$ cat config.mk
export PLATFORM = sky130hd
export DESIGN_NAME = arith_unit_mc
export DESIGN_NICKNAME = d
export VERILOG_FILES = /design/src/rtl/arith_unit_mc.sv
export SDC_FILE = /design/constraint.sdc
export NUM_CORES = 1
export LEC_CHECK = 0
export BUFFER_PORTS_ARGS = -buffer_cell sky130_fd_sc_hd__buf_2
export CORE_MARGIN = 4
export CORE_UTILIZATION = 28
export CTS_CLUSTER_DIAMETER = 40
export CTS_CLUSTER_SIZE = 25
export DETAILED_ROUTE_END_ITERATION = 10
export PLACE_DENSITY_LB_ADDON = 0.25
export SKIP_LAST_GASP = 1
export SLEW_MARGIN = 20
export SYNTH_ARGS = -nofsm -noshare
export SYNTH_HDL_FRONTEND = slang
export SYNTH_SLANG_ARGS = --single-unit
$ cat constraint.sdc
create_clock -name clk -period 6.87 [get_ports clk]
set_input_delay 0.3435 -clock clk [delete_from_list [all_inputs] [get_ports clk]]
set_output_delay 0.3435 -clock clk [all_outputs]
set_load 0.01 [all_outputs]
$ cat src/rtl/arith_unit_mc.sv
// arith_unit_mc: multi-cycle arithmetic unit (add, sub, mul, div) with
// valid/ready handshakes on both sides.
//   clk, reset_n          : clock (rising edge), async active-low reset
//   in_valid / in_ready   : request handshake; operands captured on accept
//   A, B, ALU_FUN         : operands and op (00 add, 01 sub, 10 mul, 11 div)
//   signed_mode           : 1 = two's complement, 0 = unsigned
//   out_valid / out_ready : result handshake; result held until accepted
//   arith_out             : 2*WIDTH result ({rem, quo} for div)
//   carry_out, overflow, div_by_zero : flags, meaningful while out_valid
//   busy                  : unit is not idle
// Add/sub finish in one cycle; mul (shift-add) and div (restoring) iterate
// WIDTH cycles on operand magnitudes, with a sign fix-up on the last step.
// Optional macro ARITH_EARLY_OUT_EN: mul by zero and div of zero skip the
// iteration and complete with latency 1.
module arith_unit_mc #(
    parameter int unsigned WIDTH = 16
) (
    input  logic                 clk,
    input  logic                 reset_n,
    input  logic                 in_valid,
    output logic                 in_ready,
    input  logic [WIDTH-1:0]     A,
    input  logic [WIDTH-1:0]     B,
    input  logic [1:0]           ALU_FUN,
    input  logic                 signed_mode,
    output logic                 out_valid,
    input  logic                 out_ready,
    output logic [2*WIDTH-1:0]   arith_out,
    output logic                 carry_out,
    output logic                 overflow,
    output logic                 div_by_zero,
    output logic                 busy
);

    localparam int unsigned W2 = 2 * WIDTH;
    localparam int unsigned CW = $clog2(WIDTH + 1);

    localparam logic [1:0] FUN_ADD = 2'b00;
    localparam logic [1:0] FUN_SUB = 2'b01;
    localparam logic [1:0] FUN_MUL = 2'b10;
    localparam logic [1:0] FUN_DIV = 2'b11;

    typedef enum logic [1:0] {
        IDLE = 2'd0,
        CALC = 2'd1,
        DONE = 2'd2
    } state_t;

    state_t state, state_next;

    // Captured operation context
    logic             op_is_div;
    logic             neg_q;      // negate product / quotient
    logic             neg_r;      // negate remainder
    logic             div_ovf;    // signed MIN / -1
    logic [CW-1:0]    cnt;

    // Iteration registers
    logic [W2-1:0]    mcand;
    logic [WIDTH-1:0] mplier;
    logic [W2-1:0]    acc;
    logic [WIDTH-1:0] rem;
    logic [WIDTH-1:0] quo;
    logic [WIDTH-1:0] dvs;

    // Next values of registered outputs
    logic             in_ready_d, out_valid_d, busy_d;
    logic [W2-1:0]    res_d;
    logic             cy_d, ov_d, dz_d;

    function automatic logic [W2-1:0] extend(input logic [WIDTH-1:0] r, input logic s);
        return {{WIDTH{s & r[WIDTH-1]}}, r};
    endfunction

    // Capture-side decode
    logic             accept;
    logic             b_zero;
    logic             early_zero;
    logic             fast_path;
    logic             a_neg, b_neg;
    logic [WIDTH-1:0] abs_a, abs_b;
    logic [WIDTH:0]   sum_w, dif_w;

    assign accept = in_valid && in_ready;
    assign b_zero = (B == '0);
    assign a_neg  = signed_mode && A[WIDTH-1];
    assign b_neg  = signed_mode && B[WIDTH-1];
    assign abs_a  = a_neg ? (WIDTH'(0) - A) : A;
    assign abs_b  = b_neg ? (WIDTH'(0) - B) : B;
    assign sum_w  = {1'b0, A} + {1'b0, B};
    assign dif_w  = {1'b0, A} - {1'b0, B};

`ifdef ARITH_EARLY_OUT_EN
    logic a_zero;
    assign a_zero     = (A == '0);
    assign early_zero = ((ALU_FUN == FUN_MUL) && (a_zero || b_zero)) ||
                        ((ALU_FUN == FUN_DIV) && a_zero && !b_zero);
`else
    assign early_zero = 1'b0;
`endif

    assign fast_path = !ALU_FUN[1] || ((ALU_FUN == FUN_DIV) && b_zero) || early_zero;

    // One iteration step of each algorithm
    logic [W2-1:0]    mul_acc_n;
    logic [WIDTH:0]   div_shift;
    logic             div_ge;
    logic [WIDTH-1:0] rem_n, quo_n;
    logic [WIDTH-1:0] rem_fix, quo_fix;
    logic             cnt_last;

    assign mul_acc_n = acc + (mplier[0] ? mcand : W2'(0));
    assign div_shift = {rem, quo[WIDTH-1]};
    assign div_ge    = (div_shift >= {1'b0, dvs});
    // Remainder always stays below the divisor, so WIDTH-bit modular subtract is exact
    assign rem_n     = div_ge ? (div_shift[WIDTH-1:0] - dvs) : div_shift[WIDTH-1:0];
    assign quo_n     = {quo[WIDTH-2:0], div_ge};
    assign rem_fix   = neg_r ? (WIDTH'(0) - rem_n) : rem_n;
    assign quo_fix   = neg_q ? (WIDTH'(0) - quo_n) : quo_n;
    assign cnt_last  = (cnt == CW'(WIDTH - 1));

    // State register
    always_ff @(posedge clk or negedge reset_n) begin
        if (!reset_n) begin
            state <= IDLE;
        end else begin
            state <= state_next;
        end
    end

    // Next-state logic
    always_comb begin
        state_next = state;
        unique case (state)
            IDLE:    if (accept) state_next = fast_path ? DONE : CALC;
            CALC:    if (cnt_last) state_next = DONE;
            DONE:    if (out_ready) state_next = IDLE;
            default: state_next = IDLE;
        endcase
    end

    // Output logic: next values for the registered outputs
    always_comb begin
        in_ready_d  = (state_next == IDLE);
        out_valid_d = (state_next == DONE);
        busy_d      = (state_next != IDLE);
        res_d       = arith_out;
        cy_d        = carry_out;
        ov_d        = overflow;
        dz_d        = div_by_zero;
        unique case (state)
            IDLE: begin
                if (accept) begin
                    // Multi-cycle and early-out ops start from a zero result
                    res_d = '0;
                    cy_d  = 1'b0;
                    ov_d  = 1'b0;
                    dz_d  = 1'b0;
                    unique case (ALU_FUN)
                        FUN_ADD: begin
                            res_d = extend(sum_w[WIDTH-1:0], signed_mode);
                            cy_d  = sum_w[WIDTH];
                            ov_d  = signed_mode && (A[WIDTH-1] == B[WIDTH-1]) &&
                                    (sum_w[WIDTH-1] != A[WIDTH-1]);
                        end
                        FUN_SUB: begin
                            res_d = extend(dif_w[WIDTH-1:0], signed_mode);
                            cy_d  = dif_w[WIDTH];
                            ov_d  = signed_mode && (A[WIDTH-1] != B[WIDTH-1]) &&
                                    (dif_w[WIDTH-1] != A[WIDTH-1]);
                        end
                        FUN_DIV: begin
                            if (b_zero) begin
                                res_d = {A, {WIDTH{1'b1}}};
                                dz_d  = 1'b1;
                            end
                        end
                        default: ;
                    endcase
                end
            end
            CALC: begin
                if (cnt_last) begin
                    if (op_is_div) begin
                        res_d = {rem_fix, quo_fix};
                        ov_d  = div_ovf;
                    end else begin
                        res_d = neg_q ? (W2'(0) - mul_acc_n) : mul_acc_n;
                    end
                end
            end
            DONE: begin
                if (out_ready) begin
                    res_d = '0;
                    cy_d  = 1'b0;
                    ov_d  = 1'b0;
                    dz_d  = 1'b0;
                end
            end
            default: ;
        endcase
    end

    // Output registers
    always_ff @(posedge clk or negedge reset_n) begin
        if (!reset_n) begin
            in_ready    <= 1'b1;
            out_valid   <= 1'b0;
            busy        <= 1'b0;
            arith_out   <= '0;
            carry_out   <= 1'b0;
            overflow    <= 1'b0;
            div_by_zero <= 1'b0;
        end else begin
            in_ready    <= in_ready_d;
            out_valid   <= out_valid_d;
            busy        <= busy_d;
            arith_out   <= res_d;
            carry_out   <= cy_d;
            overflow    <= ov_d;
            div_by_zero <= dz_d;
        end
    end

    // Operand capture and iteration datapath
    always_ff @(posedge clk or negedge reset_n) begin
        if (!reset_n) begin
            op_is_div <= 1'b0;
            neg_q     <= 1'b0;
            neg_r     <= 1'b0;
            div_ovf   <= 1'b0;
            cnt       <= '0;
            mcand     <= '0;
            mplier    <= '0;
            acc       <= '0;
            rem       <= '0;
            quo       <= '0;
            dvs       <= '0;
        end else if (state == IDLE) begin
            if (accept) begin
                op_is_div <= (ALU_FUN == FUN_DIV);
                neg_q     <= a_neg ^ b_neg;
                neg_r     <= a_neg;
                div_ovf   <= signed_mode && (A == {1'b1, {(WIDTH-1){1'b0}}}) && (B == '1);
                cnt       <= '0;
                mcand     <= {WIDTH'(0), abs_a};
                mplier    <= abs_b;
                acc       <= '0;
                rem       <= '0;
                quo       <= abs_a;
                dvs       <= abs_b;
            end
        end else if (state == CALC) begin
            cnt    <= cnt + CW'(1);
            mcand  <= mcand << 1;
            mplier <= mplier >> 1;
            acc    <= mul_acc_n;
            rem    <= rem_n;
            quo    <= quo_n;
        end
    end

endmodule

==> results of run 1 <==
[registers in the layout, indices dropped and copies added (netlist names), 2 cells and up]
register / flops
cnt: 5
mcand: 32
rem: 16
arith_out: 32
quo: 16
acc: 32
state: 2
mplier: 16
dvs: 16
[logic make-up after synthesis]
family,share of synthesized area (%)
AOI/OAI and AO/OA,28.4
xor gates and xnor gates,5.36
adders and majority gates,7.93
buffers and inverters,5.33
DFF,28.8
muxes,1.88
and+or+nand+nor,22.3
[final cells by class]
type,count,area share [%]
diodes,1,0.0147
clock buffers,20,2.69
clock inverters,12,0.950
inverters,90,1.99
multi-input cells,1599,59.8
flip-flops and latches,177,26.1
well taps,696,5.12
repair buffers,99,3.32
[layer usage]
metal / up-vias / global-route usage [%]
li1: 7274 / -
met3: 79 / 3.90
met2: 542 / 28.8
met1: 7372 / 26.9
met4: 0 / 6.52
met5: - / 0
[synth_stat cells (21+ instances only)]
master and n:
a21oi_1 158, clkbuf_1 110, mux2i_1 21, xor2_1 27, nor2_1 143, nor3_1 30
dfrtp_1 176, a21o_1 35, a31oi_1 34, inv_1 89, nand3_1 83, nand2_1 239
o211ai_1 32, and2_1 47, ha_1 91, o21ai_0 200, nand4_1 21, xnor2_1 67
[worst max-delay path by stage]
stage / to / startpoint / depth (start not counted)
after floorplan: arith_out[30] / rem[2] / 18
after global placement: arith_out[31] / mplier[0] / 14
after detailed placement: arith_out[31] / mplier[0] / 14
after CTS: arith_out[31] / mplier[0] / 14
after global routing: arith_out[31] / mplier[0] / 14
final: arith_out[31] / mplier[0] / 14
[worst register-to-register path: stages (launching register included)]
cell and delay, ps:
dfrtp_1 360, buf_4 250, and2_1 210, ha_1 220, fa_1 460, xnor2_1 400
and3_1 310, o221ai_1 190, nor4_1 520, nor4b_2 650, nand4_1 260, or3_1 450
or4_1 450, a211o_1 310, a31oi_1 160
[metrics by stage]
stage          setup WS (ps)  hold WS (ps)
4_1_cts                 1600           207
3_3_place_gp            1840           429
5_1_grt                 1260           224
6_report                1580           252
3_5_place_dp            1670           425
2_1_floorplan           2130          47.9
[power breakdown]
group	leakage, nW	total [W]	internal (W)	switching, W
clock network	0.301	0.00107	0.000571	0.000495
registers	2.27	0.00178	0.00141	0.000364
logic	4.68	0.00411	0.00140	0.00271
total	7.26	0.00696	0.00339	0.00357
==> results.tsv, run 1 <==
metric	value	unit
Worst R2R Path Depth	14	
total gr overflow	0	
crit-path leading delay family	simple AND/OR/NAND/NOR gates	
Area Growth Syn to Fin	10.6	%
Port Buffer Count	76	
Peak Freq	0.189	GHz
DR pass1 iterations	5	
DR WL met3	3630	um
reg2reg setup slack	1580	ps
met2 WL	25000	um
gpl congestion	0.895	
register area	0.00443	mm^2
share of the synthesized area in the top cell type	28.7	%
clk_skew	13.3	ps
Crit Path Max Fanout	33	
YS warnings	0	
Std-Cell Rows	85	
crit path kind	reg2reg	
maxcap violations	0	
DRC	0	
die width	242	um
Vias	15300	
synthesized cell area	0.0154	mm^2
Non-Filler Instances	2694	
cell count after synthesis	1989	
Worst path max stage delay	650	ps
gr usage total	19.0	%
FILL cells	5841	
core area	0.0540	mm^2
1st-iter DRT viols	1521	
Worst-path clk slew	80	ps
r2r endpoint	arith_out[31]	
commonest non-fill, non-tap cell in the layout	nand2_1	
WP data required	7290	ps
CTS Buf Count	17	
fin area	0.0170	mm^2
Power, Total	0.00696	W
I/O pin total	77	
Post-Route Setup TNS	0	ps
final hold viol count	0	
area leader, netlist	dfrtp_1	
fin crit period	5290	ps
actual slew at the worst max-slew pin	1070	ps
# clock sinks	177	
vias in the first global route	14500	
register area share after synthesis	28.8	%
Final Max Tran Viols	0	
post-DP HPWL	43200	um
main area contributors after synthesis	dfrtp_1 (29%), ha_1 (7.4%), o21ai_0 (6.5%)	
CTS Buffer Depth	2	
clk root buf	clkbuf_16	
Arr. time, crit path	5700	ps
number of synthesized register bits	177	
H-Tree Depth	4	
largest net degree at the start of global routing	95	
area of the multi-input gates	0.0102	mm^2
Skew-Pair Late Insertion Delay	490	ps
Setup Viol. Count Final	0	
Die H	242	um
Yosys cell types	85	
WL/cell	21.2	um
hold buffers post-CTS	1	
dpl cells	2660	
Met1 Routed Length	26900	um
Mapped Nets	2123	
DR vias/cell	5.67	
post-route ant nets	0	
final net count	2118	
critical register-to-register path startpoint	mplier[0]	
worst path cell trace	buf_4 -> and2_1 -> ha_1 -> fa_1 -> xnor2_1 -> and3_1 -> o221ai_1 -> nor4_1 -> nor4b_2 -> nand4_1 -> or3_1 -> or4_1 -> a211o_1 -> a31oi_1	
initial antenna violation count	1	
initial core utilization	28.4	%
# Post-CTS Setup Buffers	0	
PD cells	409	mW/mm^2
Mapped Avg Cell Area	7.73	um^2
outcome	finished, final reports clean	
Die ar.	0.0587	mm^2
CTS resizes	0	
worst hold path depth	3	
slowest cell on the critical path	nor4b_2	
final period utilization	76.9	%
HP Class	in2reg	
CTS tree	yes	
Util after Layout	31.5	%
Slew Limit Headroom	28.2	%
most frequent cells in the layout	nand2_1 (238), o21ai_0 (200), dfrtp_1 (176)	
Total Wirelength	57100	um
worst IR drop on VDD	0.263	mV
Worst setup EP type	flop	
worst path bufs/invs	1	
RSZ-0062 raised after global routing	no	
LEAKAGE	7.26	nW
min-delay src	signed_mode	
hold path endpoint	overflow	
uppermost routed layer	met4	
Most used DFF post-synth	dfrtp_1	
post-place instance area	0.0164	mm^2
ys async rst share	100	%
global-route wire length before repair	88000	um
EDFF count, synth	0	
CP startpoint kind	flop	
layout cells sized above 1	8.81	%
(Power assumes the default switching activity.)
==> run 2: changes to the inputs <==
==> constraint.sdc (replaced) <==
create_clock -name clk -period 4.2 [get_ports clk]
set_input_delay 0.21 -clock clk [delete_from_list [all_inputs] [get_ports clk]]
set_output_delay 0.21 -clock clk [all_outputs]
set_load 0.01 [all_outputs]
==> results.tsv, run 2 (synthesized netlist as in run 1, its figures left out) <==
metric	value	unit
outcome	complete, but fails checks	
failing checks	setup timing	
DR WL met3	2910	um
critical register-to-register path startpoint	mplier[0]	
Place WS	-299	ps
Peak Freq	0.222	GHz
Vias	16100	
DRC	0	
Crit Path Max Fanout	5	
largest net degree at the start of global routing	109	
most frequent cells in the layout	buf_4 (244), nand2_1 (238), o21ai_0 (191)	
final net count	2345	
CP Launch Point	mplier[0]	
fin crit period	4500	ps
post-DP HPWL	46200	um
Port Buffer Count	76	
Top Registers	acc (32), arith_out (32), mcand (32)	
layout cells sized above 1	20.4	%
vias in the first global route	15400	
# diodes	0	
Final Max Tran Viols	0	
commonest non-fill, non-tap cell in the layout	buf_4	
H-Tree Depth	4	
global-route wire length before repair	92700	um
RSZ-0062 raised after global routing	yes	
core area	0.0540	mm^2
Skew-Pair Late Insertion Delay	490	ps
gpl congestion	0.926	
I/O pin total	77	
initial antenna violation count	3	
Slew Limit Headroom	30.9	%
min-delay src	signed_mode	
slowest cell on the critical path	or4b_4	
uppermost routed layer	met5	
Met1 Routed Length	28500	um
CTS Buffer Depth	2	
maxcap violations	0	
worst IR drop on VDD	0.445	mV
die width	242	um
met2 WL	27100	um
Die H	242	um
final hold viol count	0	
Non-Filler Instances	2920	
Post-Route Setup TNS	-1940	ps
Setup Viol. Count Final	13	
crit path kind	reg2reg	
CTS tree	yes	
Arr. time, crit path	4920	ps
DR pass1 iterations	6	
clk root buf	clkbuf_16	
Worst path max stage delay	530	ps
PD cells	683	mW/mm^2
Worst-path clk slew	90	ps
FILL cells	5695	
worst hold path depth	3	
worst path cell trace	and2_4 -> ha_4 -> fa_2 -> a211o_4 -> nor4b_4 -> o31ai_2 -> a2111oi_4 -> or4b_4 -> or4_4 -> or3_4 -> or4_1 -> a21oi_1 -> o32a_1	
1st-iter DRT viols	1327	
Area Growth Syn to Fin	24.5	%
WL/cell	20.6	um
dpl cells	2874	
gr usage total	19.9	%
final period utilization	107	%
initial core utilization	28.4	%
Worst setup EP type	flop	
CTS Buf Count	17	
post-route ant nets	0	
LEAKAGE	8.42	nW
CP startpoint kind	flop	
Std-Cell Rows	85	
DR vias/cell	5.52	
Total Wirelength	60000	um
# clock sinks	177	
Worst R2R Path Depth	13	
HP Class	in2reg	
WP data required	4620	ps
Die ar.	0.0587	mm^2
Setup WS post-layout	-299	ps
total gr overflow	0	
clk_skew	14.2	ps
actual slew at the worst max-slew pin	1040	ps
[run 2: final cells by class]
| cell class | instances | area, um^2 | area share (%) |
|---|---|---|---|
| multi-input cells | 1599 | 10500 | 55.1 |
| flip-flops and latches | 177 | 4430 | 23.2 |
| repair buffers | 326 | 2320 | 12.1 |
| well taps | 696 | 871 | 4.55 |
| clock buffers | 17 | 425 | 2.22 |
| inverters | 90 | 338 | 1.77 |
| clock inverters | 15 | 201 | 1.05 |
[run 2: where the power goes]
part           leakage (nW)  total (W)  switching, W  internal (W)
Combinational          5.84    0.00843       0.00495       0.00348
Clock                 0.303    0.00172      0.000899      0.000824
Sequential             2.27    0.00290      0.000592       0.00231
Total                  8.42     0.0131       0.00644       0.00662
[run 2: worst paths after layout]
check / end / slack, ps
max in group asynchronous: mcand[10] / 2870
max reg2reg: arith_out[30] / -300
min in group asynchronous: mcand[16] / 200
max: arith_out[30] / -300
min reg2reg: dvs[3] / 490
min: neg_q / 110
[run 2: worst max-delay path, delay by kind of cell (launching register included)]
kind / cells / cell delay (ps)
AND/OR/NAND/NOR: 6 / 2190
AO/OA/AOI/OAI: 5 / 1240
adder cells (fa/ha/maj): 2 / 550
flip-flops: 1 / 440
[run 2: metal layers]
metal  global-route usage, %  up-vias
met5                       0        -
met3                    2.84       79
met4                    6.11        4
li1                        -     7714
met2                    31.2      472
met1                    28.3     7841
[run 2: what timing repair did]
item,CTS,global route
endpoints found under the setup margin,14,19
pin swaps,8,14
endpoints found under the hold margin,106,0
buffers inserted,6,6
resized for setup,22,52
hold buffers,1,0
[run 2: through the flow]
step	hold WS (ps)	total power (W)	instance area [um^2]	utilization, %
CTS	52.0	0.0127	18800	34.8
finish	110	0.0131	19100	35.4
global route	103	0.0140	19100	35.4
floorplan	-85.6	0.00740	15400	-
detailed placement	443	0.0108	18000	33.4
global placement	438	0.0107	18000	33.4
==> run 3: changes to the inputs <==
--- a/config.mk
+++ b/config.mk
@@ -12,6 +12,7 @@
 export CTS_CLUSTER_SIZE = 25
 export DETAILED_ROUTE_END_ITERATION = 10
 export PLACE_DENSITY_LB_ADDON = 0.25
+export SETUP_SLACK_MARGIN = 0.15
 export SKIP_LAST_GASP = 1
 export SLEW_MARGIN = 20
 export SYNTH_ARGS = -nofsm -noshare
==> results.tsv, run 3 (synthesized netlist as in run 1, its figures left out) <==
metric	value	unit
outcome	complete, but fails checks	
failing checks	setup timing	
worst IR drop on VDD	0.437	mV
CTS Buffer Depth	2	
Skew-Pair Late Insertion Delay	500	ps
DRC	0	
layout cells sized above 1	21.0	%
Crit Path Max Fanout	6	
WP data required	4630	ps
LEAKAGE	8.45	nW
post-route ant nets	0	
final net count	2344	
die width	242	um
PD cells	693	mW/mm^2
hold path endpoint	overflow	
final period utilization	104	%
RSZ-0062 raised after global routing	yes	
1st-iter DRT viols	1333	
DR vias/cell	5.56	
total gr overflow	0	
Area Growth Syn to Fin	25.6	%
actual slew at the worst max-slew pin	978	ps
vias in the first global route	15800	
DR pass1 iterations	5	
fin crit period	4390	ps
Die H	242	um
clk_skew	17.3	ps
dpl cells	2866	
worst hold path depth	3	
Std-Cell Rows	85	
gr usage total	20.2	%
CTS Buf Count	17	
Worst-path clk slew	80	ps
# clock sinks	177	
Post-Route Setup TNS	-883	ps
Non-Filler Instances	2920	
largest net degree at the start of global routing	104	
CP startpoint kind	flop	
initial antenna violation count	3	
Setup WS post-layout	-186	ps
Final Max Tran Viols	0	
CTS tree	yes	
clk root buf	clkbuf_16	
Top Registers	acc (32), arith_out (32), mcand (32)	
r2r endpoint	arith_out[22]	
maxcap violations	0	
Worst setup EP type	flop	
I/O pin total	77	
Vias	16200	
Die ar.	0.0587	mm^2
H-Tree Depth	4	
Slew Limit Headroom	34.7	%
Worst R2R Path Depth	16	
core area	0.0540	mm^2
final hold viol count	0	
initial core utilization	28.4	%
Port Buffer Count	76	
min-delay src	signed_mode	
Total Wirelength	60700	um
critical register-to-register path startpoint	mcand[0]	
post-DP HPWL	46700	um
WL/cell	20.8	um
Setup Viol. Count Final	8	
Peak Freq	0.228	GHz
Arr. time, crit path	4810	ps
most frequent cells in the layout	nand2_1 (237), buf_4 (237), o21ai_0 (186)	
crit path kind	reg2reg	
gpl congestion	0.920	
reg2reg setup slack	-190	ps
Util after Layout	35.7	%
global-route wire length before repair	94000	um
HP Class	in2reg	
[run 3: cell count changes in the layout (fill, tap and decap cells not counted), moves of 3 or more]
cell and change:
buf_6 +7, buf_4 -7, o21ai_1 +3, o21ai_0 -5
[run 3: area by class of cell]
type	count	area, um^2
Fill cell	5694	34700
Multi-Input combinational cell	1599	10700
Sequential cell	177	4430
Timing Repair Buffer	325	2310
Tap cell	696	871
Clock buffer	17	425
Inverter	90	338
Clock inverter	15	204
Antenna cell	1	2.50
[run 3: how the worst max path moves through the flow]
stage                     startpoint            end  slack, ps
after detailed placement   mplier[0]  arith_out[31]       -330
final                       mcand[0]  arith_out[22]       -190
after floorplan            mplier[0]  arith_out[30]       -200
after global routing        mcand[0]  arith_out[28]       -340
after global placement     mplier[0]  arith_out[31]       -340
after CTS                   mcand[0]  arith_out[30]       -260
[run 3: power breakdown]
group,internal [W],switching (W),total [W]
Clock,0.000819,0.000912,0.00173
Sequential,0.00231,0.000582,0.00289
Combinational,0.00366,0.00510,0.00876
[run 3: metrics by stage]
stage / hold WS (ps) / total power [W] / setup slack (ps) / instance area (um^2)
floorplan: -85.6 / 0.00740 / -202 / 15400
CTS: 46.3 / 0.0128 / -256 / 18700
global route: 89.0 / 0.0143 / -341 / 19300
finish: 78.2 / 0.0134 / -186 / 19300
detailed placement: 420 / 0.0108 / -326 / 18000
global placement: 415 / 0.0107 / -341 / 18000
[run 3: repair_timing]
action	CTS	global route
endpoints found under the hold margin	101	0
pin swaps	16	40
resized for setup	24	88
setup buffers	6	14
setup endpoints to repair	18	22
hold buffers	1	0
cloned	0	0
[run 3: critical path: stages (launching register included)]
cell       delay (ps)
dfrtp_1           410
and2_4            170
ha_4              150
fa_2              380
a211oi_4          350
or4_4             210
nand4_4           110
a2111oi_4         390
or4b_4            530
or4_4             500
buf_4             150
buf_6             100
buf_6             120
o31ai_4           170
mux2i_1           270
o211ai_1          120
a21oi_1           170
[run 3: metal layers]
metal	track usage (%)	wire (um)	up-vias	share of wire, %
met5	0	7	-	0.012
met4	6.10	1430	2	2.4
met3	3.31	3070	79	5.1
met2	32.5	28000	501	46
met1	27.8	28200	7958	46
li1	-	-	7697	-
